$ cat src/rtl/writeback_unit.sv
// Register-file writeback arbiter: ALU results take priority, loads wait in a
// 4-entry FIFO whose entries are squashed by younger ALU writes to the same rd.
module writeback_unit (
  input  logic        clk,
  input  logic        rst,
  input  logic        alu_valid,
  input  logic [4:0]  alu_rd,
  input  logic [31:0] alu_data,
  input  logic        ld_valid,
  output logic        ld_ready,
  input  logic [4:0]  ld_rd,
  input  logic [31:0] ld_data,
  output logic        RegWrite,
  output logic [4:0]  Rd,
  output logic [31:0] Write_data,
  output logic [2:0]  q_count,
  output logic [15:0] wr_count
);

  logic [4:0]  rd_r   [4];
  logic [31:0] data_r [4];
  logic [3:0]  live_r;
  logic [1:0]  head_r;
  logic [1:0]  tail_r;
  logic [2:0]  count_r;

  logic        alu_sel_s;
  logic        pop_s;
  logic        push_s;
  logic        commit_s;
  logic [4:0]  wb_rd_s;
  logic [31:0] wb_data_s;

  assign q_count  = count_r;
  assign ld_ready = (count_r < 3'd4) && !rst;

  // Write-port arbitration and FIFO handshake decode.
  always_comb begin
    alu_sel_s = alu_valid && (alu_rd != 5'd0);
    pop_s     = !alu_sel_s && (count_r != 3'd0);
    push_s    = ld_valid && ld_ready && (ld_rd != 5'd0);
    if (alu_sel_s) begin
      commit_s  = 1'b1;
      wb_rd_s   = alu_rd;
      wb_data_s = alu_data;
    end else if (pop_s) begin
      // A squashed head is still popped but does not write.
      commit_s  = live_r[head_r];
      wb_rd_s   = rd_r[head_r];
      wb_data_s = data_r[head_r];
    end else begin
      commit_s  = 1'b0;
      wb_rd_s   = 5'd0;
      wb_data_s = 32'd0;
    end
  end

  // Load FIFO storage, pointers, occupancy and squash.
  always_ff @(posedge clk) begin
    if (rst) begin
      head_r  <= 2'd0;
      tail_r  <= 2'd0;
      count_r <= 3'd0;
      live_r  <= 4'd0;
      for (int i = 0; i < 4; i++) begin
        rd_r[i]   <= 5'd0;
        data_r[i] <= 32'd0;
      end
    end else begin
      // Free slots always hold live=0, so matching across all slots only hits queued entries.
      for (int i = 0; i < 4; i++) begin
        if (alu_sel_s && (rd_r[i] == alu_rd)) begin
          live_r[i] <= 1'b0;
        end
      end
      if (pop_s) begin
        live_r[head_r] <= 1'b0;
        head_r         <= head_r + 2'd1;
      end
      // The new entry is younger than the ALU write, so it overrides the squash above.
      if (push_s) begin
        rd_r[tail_r]   <= ld_rd;
        data_r[tail_r] <= ld_data;
        live_r[tail_r] <= 1'b1;
        tail_r         <= tail_r + 2'd1;
      end
      case ({push_s, pop_s})
        2'b10:   count_r <= count_r + 3'd1;
        2'b01:   count_r <= count_r - 3'd1;
        default: count_r <= count_r;
      endcase
    end
  end

  // Registered register-file write port and commit counter.
  always_ff @(posedge clk) begin
    if (rst) begin
      RegWrite   <= 1'b0;
      Rd         <= 5'd0;
      Write_data <= 32'd0;
      wr_count   <= 16'd0;
    end else if (commit_s) begin
      RegWrite   <= 1'b1;
      Rd         <= wb_rd_s;
      Write_data <= wb_data_s;
      wr_count   <= wr_count + 16'd1;
    end else begin
      RegWrite   <= 1'b0;
    end
  end

endmodule

$ cat config.mk
export PLATFORM = sky130hd
export DESIGN_NAME = writeback_unit
export DESIGN_NICKNAME = d
export VERILOG_FILES = /design/src/rtl/writeback_unit.sv
export SDC_FILE = /design/constraint.sdc
export NUM_CORES = 1
export LEC_CHECK = 0
export BUFFER_PORTS_ARGS = -buffer_cell sky130_fd_sc_hd__buf_4
export CORE_ASPECT_RATIO = 0.9
export CORE_UTILIZATION = 50
export CTS_BUF_LIST = sky130_fd_sc_hd__clkbuf_8 sky130_fd_sc_hd__clkbuf_16
export DETAILED_ROUTE_END_ITERATION = 12
export PLACE_DENSITY = 0.75
export SYNTH_ARGS = -nofsm -noshare
export SYNTH_HDL_FRONTEND = slang
export SYNTH_SLANG_ARGS = --single-unit
$ cat constraint.sdc
create_clock -name clk -period 2.3 [get_ports clk]
set_input_delay 0.115 -clock clk [delete_from_list [all_inputs] [get_ports clk]]
set_output_delay 0.115 -clock clk [all_outputs]
set_load 0.02 [all_outputs]
Yosys cells after proc, flatten, opt, wreduce, memory -nomap -nowiden
Memories as Yosys holds them, arrays and structs flattened. A register that Yosys moved wholly into a read port is not among the register bits.
Cells that the tools add are included.
{ "classes": {"addsub": 5, "n_lt_le_gt_ge": 5, "eq_ne": 6, "n_mux": 40, "bitwise_logic": 3, "reduce_logical": 19} }
{ "ops": {"columns": ["cell", "n"], "rows": [
  ["32-bit 2-to-1 mux", 3],
  ["32-bit OR reduction", 1],
  ["1-bit 2-to-1 mux", 21],
  ["5-bit == test", 4],
  ["16-bit by 1-bit adder with 16-bit output, second input constant", 1],
  ["5-bit 2-to-1 mux", 3],
  ["2-bit 2-to-1 mux", 6],
  ["4-bit 2-to-1 mux", 3],
  ["1-bit logical AND", 11],
  ["5-bit nonzero test", 2],
  ["2-bit by 3-bit less-than comparator with 1-bit output, second input constant", 2],
  ["3-bit case mux with 2 select lines", 1],
  ["5-bit OR reduction", 1],
  ["2-bit by 1-bit adder with 2-bit output, second input constant", 2],
  ["4-bit bitwise AND", 1],
  ["1-bit demux with 2-bit select", 2],
  ["2-bit by 1-bit >= comparator with 1-bit output, second input constant", 2],
  ["4-bit inverter", 1],
  ["4-bit bitwise OR", 1],
  ["3-bit by 1-bit adder with 3-bit output, second input constant", 1],
  ["3-bit less-than comparator, second input constant", 1],
  ["3-bit nonzero test", 1],
  ["3-bit by 1-bit subtractor with 3-bit output, second input constant", 1],
  ["1-bit binary-select mux with 2-bit select", 1],
  ["4 further kinds", 5]
]} }
{ "word_totals": {"ff_bits": 65, "ramBits": 148, "out_inout_bits": 58, "wordCells": 88, "memories": 2} }
{ "mem_list": {"columns": ["memory", "depth", "word_bits", "rd", "rd_clocked_by_memory_dff", "wr", "line_no", "text"], "rows": [
  ["data_r", 4, 32, 1, 1, 4, "21", "logic [31:0] data_r [4];"],
  ["rd_r", 4, 5, 5, 1, 4, "20", "logic [4:0] rd_r [4];"]
]} }

Depth between registers and ports, before layout
{ "depth": {"ltp_word": 10, "depth_mapped": 11, "mapped_depth_nobuf": 10} }

Worst setup path before layout
No wires, ideal clock.
{ "synth_path": {"path_kind": "reg2reg", "start": "register count_r[2], in the netlist q_count[2]", "end": "memory data_r[0][0], enable pin", "setup_time_ps": 378, "arrival_ps": 2102, "required_ps": 1922, "slack_ps": -180, "path_stages_with_launch": 6, "period_less_slack_ps": 2480, "cell_sequence": "dfxtp_1 nor2_1 o211a_2 inv_2 nor3_2 or2_2"} }
{ "synth_lines": {"columns": ["element", "line_no", "text"], "rows": [
  ["from (decl)", "25", "logic [2:0] count_r;"],
  ["from (signal assigned)", "88", "2'b10: count_r <= count_r + 3'd1;"],
  ["from (signal assigned)", "89", "2'b01: count_r <= count_r - 3'd1;"],
  ["from (signal assigned)", "90", "default: count_r <= count_r;"],
  ["to (decl)", "21", null]
]} }

Worst setup path after layout
{ "layout_path": {"start": "input alu_rd[4]", "end": "register count_r[2], in the netlist q_count[2]"} }
{ "layout_via": {"elab_chain_len": 6, "elab_cells_between_ends": 8, "classes_between": "eq/ne (2); mux (1); reduce/logical (5)"} }
{ "layout_lines": {"columns": ["element", "line_no", "text"], "rows": [
  ["from (decl)", "7", "input logic [4:0] alu_rd,"],
  ["5-bit nonzero test *", "39", "alu_sel_s = alu_valid && (alu_rd != 5'd0);"],
  ["1-bit logical AND *", "39", null],
  ["1-bit zero test *", "40", "pop_s = !alu_sel_s && (count_r != 3'd0);"],
  ["1-bit logical AND *", "40", null],
  ["named net pop_s", "28", "logic pop_s;"],
  ["2-bit by 1-bit == test with 1-bit output / 2-bit == test (equally long branches)", "87", "case ({push_s, pop_s})"],
  ["3-bit case mux with 2 select lines / 2-bit nonzero test (equally long branches)", null, null]
]} }
Mark *: on every way through the listed nets, which the timed path passes. The rest lies on a longest branch.
A chain may end at the register's enable or synchronous reset.

==> metrics.md <==
| Metric | Value |
|---|---|
| Status | `completed` |
| Postcts setup bufs | `0` |
| Area leader, netlist | `edfxtp_1` |
| Remaining DRCs | `0` |
| Post-synth top cells | `and2_1 (150), edfxtp_1 (148), dfxtp_1 (67)` |
| CP max stage delay | `0.53 ns` |
| Clock Path Buffers | `3` |
| Syn nets | `a little under 800` |
| Worst Hold End | `rd_r[3][2]$_DFFE_PP_` |
| Top post-synthesis cells by area | `edfxtp_1 (46%), dfxtp_1 (14%), and2_1 (9.8%)` |
| Clock sink total | `between 200 and 250` |
| Boundary pin count | `136` |
| CTS tree | `done` |
| Die ar. | `just under 0.02 sq mm` |
| Clock share of power | `0.331` |
| Hold path depth | `3` |
| Delay-heaviest family, CP | `simple AND/OR/NAND/NOR gates` |
| Avg WL per Cell | `around 20 um` |
| Largest net degree at the start of global routing | `42` |
| Top-count cell post-synth | `and2_1` |
| Starting Density | `0.5163` |
| Reg-to-reg critical path startpoint | `q_count[2]$_SDFFE_PP0P_` |
| Most used flip-flop cell after synthesis | `edfxtp_1` |
| Post-route cell area | `about 0.012 sq mm` |
| Worst-path clk slew | `around 0.060 ns` |
| First DRT Iteration DRCs | `317` |
| Vias per cell | `roughly 5.4` |
| H-tree depth | `1` |
| Final period utilization | `0.9646` |
| NetSw | `between 2000 and 3000 uW` |
| Register bit total from synthesis | `215` |
| Global route overflow | `0` |
| Layout Skew | `a little under 0.02 ns` |
| Number of nets still failing antenna checks after routing | `0` |
| Area share of the largest cell type after synthesis | `0.4632` |
| Final #Nets | `between 900 and 1000` |
| Worst r2r path cells | `4` |
| EDFF count, synth | `roughly 150` |
| Worst Path Buf+Inv | `4` |
| Fin. max-slew vios | `0` |
| Comb pwr share | `0.215` |
| Post-synth cell types | `46` |
| CP Capture Type | `flop` |
| VDD IR max | `approximately 490 uV` |
| Initial antenna violation count | `1` |
| First-pass GRT wire length | `about 36000 um` |
| Average size of a mapped cell | `approximately 14 sq um` |
| Worst Tran Pin Value | `between 0.6 and 0.7 ns` |
| CTS buffer count | `23` |
| Post-Route WL | `22860 um` |
| LEAKAGE | `between 0.004 and 0.005 uW` |
| IO Port Bufs | `135` |
| Worst skew pair latency | `0.51 ns` |
| Slew HR | `0.5621` |
| Arr. time, crit path | `about 2.7 ns` |
| Internal | `7520 uW` |
| Number of max-cap violations | `0` |
| Die height | `between 100 and 150 um` |
| CP Max Fanout | `6` |
| Mapped Area | `~0.0096 sq mm` |
| R2R setup slack | `0.12 ns` |
| Area grow syn2layout | `29.04%` |
| PwrDens | `827.8 mW/mm^2` |
| Post-Layout Cell Count | `around 1200` |
| Core area | `roughly 0.019 sq mm` |
| Asr flop ratio synth | `0` |
| Max Fclk | `around 450 MHz` |
| Crit Path Category | `input pin to flop` |
| Critical Path RT | `around 2.7 ns` |
| Final Hold Vio Count | `0` |
| TritonRoute pass-1 iters | `5` |
| HPWL Detailed | `approximately 13000 um` |
| Vias after detailed routing | `6376` |
| RR Endpoint | `data_r[3][15]$_DFFE_PP_` |
| Post-synthesis sequential area ratio | `0.6030` |
| Seq pwr share | `0.454` |
| Row count | `between 40 and 50` |
| Placed instance area | `around 0.011 sq mm` |
| Gpl congestion | `approximately 0.77` |
| Yosys warns | `0` |
| Startpoint types | `input pin` |
| GRT Util Overall | `0.2345` |
| Min-delay worst type | `input pin to flop` |
| Clk Tree Root Cell | `clkbuf_16` |
| Min-delay src | `ld_rd[2]` |
| Slowest-stage cell, CP | `dlygate4sd3_1` |
| Sw frac | `0.2663` |
| Cells after DPL | `between 1000 and 1500` |
| Synthesized instance count | `694` |
| Clock period minus worst slack | `approximately 2.2 ns` |
| Die Width | `approximately 150 um` |
| Final setup viols | `0` |
| Layout cells sized above 1 | `0.2771` |
| Crit-path cells | `dlygate4sd3_1, buf_4, or4_4, o21ai_4, nand2_4, inv_2, ha_4, inv_1, fa_2, xor2_1, or3_1, a21oi_2` |
| Vias in the first global route | `between 6000 and 7000` |
[layout by cell type, fill, tap and decap left out, types with 3 or more instances in the layout]
cell type      instances
and2_0                28
dfxtp_1               65
buf_4                160
mux4_2                38
edfxtp_1             148
nand2_1               16
clkbuf_8               4
a221o_2                3
and3_1                 3
xnor2_1               25
o211ai_1               4
and2_1               150
a211oi_1               8
nand3_1               17
nor4_1                 3
nor3_1                 4
and4_1                 3
ha_1                   9
inv_1                 19
nor3_4                 3
a21oi_1               13
dlygate4sd3_1         72
clkbuf_16             23
a221o_1               33
or2_4                  3
nor2_1                23
xor2_1                14
[stage by stage]
step / utilization / hold WS, ns / total power [uW] / setup TNS [ns] / setup slack (ns)
after floorplan: - / 0.2688 / 6077 / -0.004141 / -0.00003730
after global placement: 0.5885 / 0.4117 / 6734 / 0 / 0.009527
after detailed placement: 0.5885 / 0.4158 / 6804 / -0.02592 / -0.02592
after CTS: 0.6648 / 0.05191 / 10270 / 0 / 0.02122
after global routing: 0.6662 / 0.07661 / 10610 / -0.3421 / -0.01744
final: 0.6662 / 0.05618 / 10250 / 0 / 0.08141
[per-layer routing]
layer | up-vias | wire length, um | track usage
li1 | 2965 | - | -
met1 | 3138 | 9179 | 0.2923
met2 | 218 | 11620 | 0.4137
met3 | 55 | 1340 | 0.03288
met4 | 0 | 720 | 0.08992
met5 | - | 0 | 0
[registers in the layout, indices dropped and copies added (netlist names), named ones only]
register,flops
Rd,5
RegWrite,1
Write_data,32
data_r,128
head_r,2
live_r,4
q_count,3
rd_r,20
tail_r,2
wr_count,16
[worst max path at each step]
stage                                  from                    endpoint  slack, ns  depth (start not counted)
floorplan           q_count[2]$_SDFFE_PP0P_  data_r[0][0]$_SDFFCE_PN0P_   -0.00004                          5
global placement                   ld_rd[0]     q_count[2]$_SDFFE_PP0P_       0.01                         10
detailed placement                 ld_rd[0]     q_count[2]$_SDFFE_PP0P_      -0.03                         10
CTS                               alu_rd[4]     q_count[2]$_SDFFE_PP0P_       0.02                         12
global route        q_count[2]$_SDFFE_PP0P_     data_r[3][11]$_DFFE_PP_      -0.02                          4
finish                            alu_rd[4]     q_count[2]$_SDFFE_PP0P_       0.08                         12
[worst min-delay path, stage by stage]
cell and delay (ns):
buf_4 0.09, nand3_1 0.16, inv_1 0.10
[layout make-up]
class	instances	area [sq um]
fill	1350	6202
sequential	215	5788
multi-input combinational	423	3588
timing repair buffer	234	1962
clock buffer	27	630.6
tap	245	306.5
clock inverter	15	65.06
inverter	10	37.54
antenna	1	2.502
[cells by family (layout without fill, tap and decap cells)]
logic type	after synthesis	in the layout	share of synthesized area
fa+ha+maj	11	11	0.01513
other cells	0	1	0
compound gates	70	70	0.06195
mux	38	38	0.08920
xor+xnor	39	39	0.03560
simple gates	265	265	0.1654
flops	215	215	0.6030
buf+inv	56	286	0.02973
[power groups by stage]
stage          clock network [uW]  logic, uW  registers (uW)
3_5_place_dp                    0       2080            4730
3_3_place_gp                    0       2030            4700
6_report                     3390       2210            4650
4_1_cts                      3430       2190            4650
2_1_floorplan                   0       1300            4770
5_1_grt                      3560       2370            4690
[timing repair]
item	4_1_cts	5_1_grt
setup endpoints to repair	0	23
hold buffers	72	0
gates resized for setup	0	4
endpoints found under the hold margin	177	0
(Power assumes the default switching activity.)
